## config.mk

```make
export PLATFORM = sky130hd
export DESIGN_NAME = saturate_narrow
export DESIGN_NICKNAME = d
export VERILOG_FILES = /design/src/rtl/fic_pkg.sv /design/src/rtl/saturate_narrow_fifo2.sv /design/src/rtl/saturate_narrow.sv
export SDC_FILE = /design/constraint.sdc
export NUM_CORES = 1
export LEC_CHECK = 0
export ABC_AREA = 1
export CELL_PAD_IN_SITES_DETAIL_PLACEMENT = 0
export CELL_PAD_IN_SITES_GLOBAL_PLACEMENT = 1
export CORE_ASPECT_RATIO = 0.6
export CORE_MARGIN = 3
export CORE_UTILIZATION = 35
export DETAILED_ROUTE_END_ITERATION = 7
export PLACE_DENSITY_LB_ADDON = 0.3
export SLEW_MARGIN = 5
export SYNTH_ARGS = -nofsm -noshare
export SYNTH_HDL_FRONTEND = slang
export SYNTH_SLANG_ARGS = --single-unit
```

## constraint.sdc

```tcl
create_clock -name clk -period 2 [get_ports clk]
set_input_delay 0.2 -clock clk [delete_from_list [all_inputs] [get_ports clk]]
set_output_delay 0.2 -clock clk [all_outputs]
set_load 0.02 [all_outputs]
```

## src/rtl/fic_pkg.sv

```systemverilog
// Shared width constants for the fixed-point interface blocks.
// Holds sign-extension widths and narrowing/statistics defaults.
package fic_pkg;

    // Sign-extension widths used by the widening path.
    localparam int SEXT_SRC_W = 8;
    localparam int SEXT_DST_W = 16;

    // Defaults for the narrowing path.
    localparam int DEF_W  = 8;
    localparam int DEF_CW = 8;

endpackage

```

## src/rtl/saturate_narrow_fifo2.sv

```systemverilog
// fifo2: two-entry in-order skid buffer with valid/ready on both sides.
// Ports: clk, rst, in_data/in_valid/in_ready, out_data/out_valid/out_ready.
module fifo2 #(
    parameter int DW = 9
) (
    input  logic          clk,
    input  logic          rst,
    input  logic [DW-1:0] in_data,
    input  logic          in_valid,
    output logic          in_ready,
    output logic [DW-1:0] out_data,
    output logic          out_valid,
    input  logic          out_ready
);

    logic [DW-1:0] head_q, head_d;
    logic [DW-1:0] tail_q, tail_d;
    logic [1:0]    cnt_q, cnt_d;
    logic [1:0]    slot;
    logic          push, pop;

    // Ready depends only on the registered occupancy; rst gating keeps
    // it low throughout reset and high right after release.
    assign in_ready  = (cnt_q != 2'd2) && !rst;
    assign out_valid = (cnt_q != 2'd0);
    assign out_data  = head_q;

    assign push = in_valid && in_ready;
    assign pop  = out_valid && out_ready;
    // Write position after the (optional) pop has shifted tail to head.
    assign slot = cnt_q - {1'b0, pop};

    always_comb begin
        head_d = head_q;
        tail_d = tail_q;
        cnt_d  = cnt_q + {1'b0, push} - {1'b0, pop};
        if (pop) begin
            head_d = tail_q;
        end
        if (push) begin
            if (slot == 2'd0) begin
                head_d = in_data;
            end else begin
                tail_d = in_data;
            end
        end
    end

    always_ff @(posedge clk) begin
        if (rst) begin
            head_q <= '0;
            tail_q <= '0;
            cnt_q  <= 2'd0;
        end else begin
            head_q <= head_d;
            tail_q <= tail_d;
            cnt_q  <= cnt_d;
        end
    end

endmodule

```

## src/rtl/saturate_narrow.sv

```systemverilog
// saturate_narrow: narrows a signed 2W value to W bits (saturate or wrap),
// buffers results in fifo2 and keeps sticky/counted overflow statistics.
// Ports: in_* / out_* valid-ready streams, wrap_mode, clr_stat,
// sticky_ovf, ovf_count.
module saturate_narrow
    import fic_pkg::*;
#(
    parameter int W  = DEF_W,
    parameter int CW = DEF_CW
) (
    input  logic           clk,
    input  logic           rst,
    input  logic [2*W-1:0] in_data,
    input  logic           in_valid,
    output logic           in_ready,
    input  logic           wrap_mode,
    output logic [W-1:0]   out_data,
    output logic           out_ovf,
    output logic           out_valid,
    input  logic           out_ready,
    input  logic           clr_stat,
    output logic           sticky_ovf,
    output logic [CW-1:0]  ovf_count
);

    localparam logic [CW-1:0] CNT_MAX = '1;

    logic [W:0]   top_bits;
    logic         ovf;
    logic [W-1:0] sat_val;
    logic [W-1:0] nar_val;
    logic [W:0]   buf_in, buf_out;
    logic         accept;

    logic          sticky_q, sticky_d;
    logic [CW-1:0] cnt_q, cnt_d;

    // The value fits in W bits only if the sign bit and everything
    // above it are identical.
    assign top_bits = in_data[2*W-1:W-1];
    assign ovf      = !((&top_bits) || !(|top_bits));
    assign sat_val  = in_data[2*W-1] ? {1'b1, {(W-1){1'b0}}}
                                     : {1'b0, {(W-1){1'b1}}};
    assign nar_val  = (ovf && !wrap_mode) ? sat_val : in_data[W-1:0];
    assign buf_in   = {ovf, nar_val};
    assign accept   = in_valid && in_ready;

    fifo2 #(
        .DW(W + 1)
    ) u_buf (
        .clk      (clk),
        .rst      (rst),
        .in_data  (buf_in),
        .in_valid (in_valid),
        .in_ready (in_ready),
        .out_data (buf_out),
        .out_valid(out_valid),
        .out_ready(out_ready)
    );

    assign out_data = buf_out[W-1:0];
    assign out_ovf  = buf_out[W];

    // Clear applies first so a same-cycle overflow still counts once.
    always_comb begin
        sticky_d = clr_stat ? 1'b0 : sticky_q;
        cnt_d    = clr_stat ? '0 : cnt_q;
        if (accept && ovf) begin
            sticky_d = 1'b1;
            if (cnt_d != CNT_MAX) begin
                cnt_d = cnt_d + CW'(1);
            end
        end
    end

    always_ff @(posedge clk) begin
        if (rst) begin
            sticky_q <= 1'b0;
            cnt_q    <= '0;
        end else begin
            sticky_q <= sticky_d;
            cnt_q    <= cnt_d;
        end
    end

    assign sticky_ovf = sticky_q;
    assign ovf_count  = cnt_q;

endmodule

```

==> reports/summary.txt <==
outcome - finished, final reports clean
setup_tns - 0 ns
Cells after Synth - 275
Pwr per Cell Area - 1050 mW/mm²
clk buf depth - 2
Power, Total - 2.59 mW
DRT Wirelength - 4340 µm
Int Pwr - 1.58 mW
final worst-path cycle share - 0.913
site row count - 19
DP HPWL - 3320 µm
worst hold path class - flip-flop to flip-flop
NumNets Final - 356
Routed wire per std cell - 11.0 µm
clk_skew - 0.00199 ns
# hold bufs at CTS - 0
Setup-failing EPs final - 0
clk_lat worst skew - 0.28 ns
full die area - 0.00612 mm²
GRT Overall Usage - 0.158
drt pass-1 iters - 4
cts repair resizes - 0
CP arrival - 2.01 ns
Final Critical Period - 1.83 ns
Chip Height - 61.8 µm
Pleak - 1.17 nW
Starting Density - 0.380
routability cong. - 0.820
worst slew margin relative to its limit - 0.750
Iter 0 DRT Violations - 65
Num CTS Buffers - 5
Post-DRT Antenna Nets - 0
IO Port Bufs - 41
Synth Register Bits - 29
Mapped Nets - 300
layout cells sized above 1 - 0.169
root buf cell - clkbuf_8
Clock Sinks - 29
vias in the first global route - 1574
RSZ-0062 raised after global routing - no
register area share after synthesis - 0.320
Final Util - 0.515
CP Class - flip-flop to flip-flop
setup slack after layout - 0.175 ns
Via density - 4.44
P_sw - 1.01 mW
CP endpoint kind - flip-flop
crit path max fanout - 18
Comb pwr share - 0.489
GRT overflow - 0
first-pass GRT wire length - 7550 µm
Design Area, Final - 0.00246 mm²
Final Hold Vio Count - 0
largest net degree at the start of global routing - 28
Max Fclk - 548 MHz
Slew Limit Fails - 0
synthesized cell area - 0.00182 mm²
CP Launch Type - flip-flop
via count - 1755
max cap viols - 0
Post-DP Area - 0.00236 mm²
P&R area growth vs syn - 35.4%
num ports - 42
n_diodes - 0
Max VDD drop - 0.000427 V
Clock transition at path regs - 0.06 ns
pre-CTS setup slack - 0.0136 ns
# Post-CTS Setup Buffers - 0
DRC viols - 0
Seq pwr share - 0.301
initial antenna violation count - 0
CTS tree - done
Die Width - 99.0 µm
slew at the pin with the worst max-slew slack - 0.375 ns
Clock power frac - 0.210
# fillers - 473
sw frac - 0.389
Core ar. - 0.00478 mm²
Avg Inst Size Synth - 6.60 µm²
CP Data Required Time - 2.18 ns
H-tree Lvls - 2
Cell variety after synth - 29
Synth Warn # - 0
-- critical path, stage by stage, from the launching register on --
cell	delay (ns)
dfxtp_1	0.32
or2_4	0.27
nand2_4	0.06
inv_1	0.05
ha_1	0.21
xor2_2	0.24
inv_1	0.08
nand2_2	0.08
nor2_4	0.04
buf_12	0.14
nor2_1	0.09
nor2_1	0.05
nand2_1	0.07
inv_1	0.03
-- registers in the layout, summed over array words and instances, names as in the netlist --
register,count
u_buf.tail_q,9
u_buf.cnt_q,2
u_buf.out_data,9
sticky_ovf,1
ovf_count,8
-- through the flow --
step                      hold slack [ns]  std cells
after floorplan                     0.404        275
after global placement              0.461        387
after detailed placement            0.461        387
after CTS                           0.471        395
after global routing                0.513        395
final                               0.470        395
-- cells in the final DEF, fill, tap and decap left out --
cell type,n
o21ai_0,4
or2_1,1
xor2_2,1
or2_4,1
nand2_2,4
or2_2,1
nand3_1,27
a21oi_4,1
nand4_1,3
ha_1,3
clkinv_2,2
nand2_4,2
nor3_1,1
o21ai_2,8
nand4_2,1
nand2_1,77
clkbuf_8,7
nand3_4,1
nor2_4,2
inv_1,42
a21oi_1,20
nand3_2,3
dfxtp_1,29
nor2_2,3
o21ai_1,1
nor2_1,27
buf_12,1
buf_4,14
clkdlybuf4s50_1,41
inv_2,4
-- per-layer routing --
metal,GRT usage,share of wire
met3,0.0412,0.068
met1,0.239,0.55
met2,0.214,0.37
met5,0,0
met4,0.0525,0.0071
-- power by group through the flow --
stage          logic [mW]  registers, mW  clock network, mW
6_report             1.26          0.779              0.543
5_1_grt              1.44          0.798              0.588
4_1_cts              1.28          0.781              0.563
3_5_place_dp         1.27          0.792                  0
3_3_place_gp         1.27          0.791                  0
2_1_floorplan       0.815          0.876                  0
-- synth_stat cells, drive strengths merged --
| cell | instances | area share |
|---|---|---|
| a21oi | 21 | 0.064 |
| buf | 5 | 0.036 |
| clkbuf | 2 | 0.0041 |
| clkinv | 1 | 0.0028 |
| dfxtp | 29 | 0.32 |
| ha | 3 | 0.021 |
| inv | 46 | 0.095 |
| nand2 | 83 | 0.19 |
| nand3 | 31 | 0.10 |
| nand4 | 4 | 0.017 |
| nor2 | 32 | 0.079 |
| nor3 | 1 | 0.0028 |
| o21ai | 13 | 0.052 |
| or2 | 3 | 0.012 |
| xor2 | 1 | 0.0090 |
-- cell type report --
cell class / count / area [µm²] / share of cell area
Tap cell: 63 / 78.8 / 0.0321
Inverter: 47 / 178 / 0.0723
Clock inverter: 1 / 5.00 / 0.00204
Sequential cell: 29 / 581 / 0.236
Multi-Input combinational cell: 192 / 985 / 0.401
Clock buffer: 7 / 96.3 / 0.0392
Timing Repair Buffer: 56 / 536 / 0.218
-- final timing paths --
| check | startpoint | to | slack (ns) | depth (start not counted) |
|---|---|---|---|---|
| hold reg to reg | sticky_ovf$_SDFFE_PP0P_ | sticky_ovf$_SDFFE_PP0P_ | 0.47 | 2 |
| hold / removal | sticky_ovf$_SDFFE_PP0P_ | sticky_ovf$_SDFFE_PP0P_ | 0.47 | 2 |
| setup reg to reg | u_buf.cnt_q[0]$_SDFF_PP0_ | u_buf.out_data[4]$_SDFF_PP0_ | 0.17 | 13 |
| setup / recovery | u_buf.cnt_q[0]$_SDFF_PP0_ | u_buf.out_data[4]$_SDFF_PP0_ | 0.17 | 13 |
-- cells by family after synthesis --
group                    after synthesis  synth area share
XOR/XNOR                               1           0.00896
adder cells (fa/ha/maj)                3            0.0207
buffers and inverters                 54             0.138
flip-flops                            29             0.320
AO/OA/AOI/OAI                         34             0.116
AND/OR/NAND/NOR                      154             0.396
(Power assumes the default switching activity.)
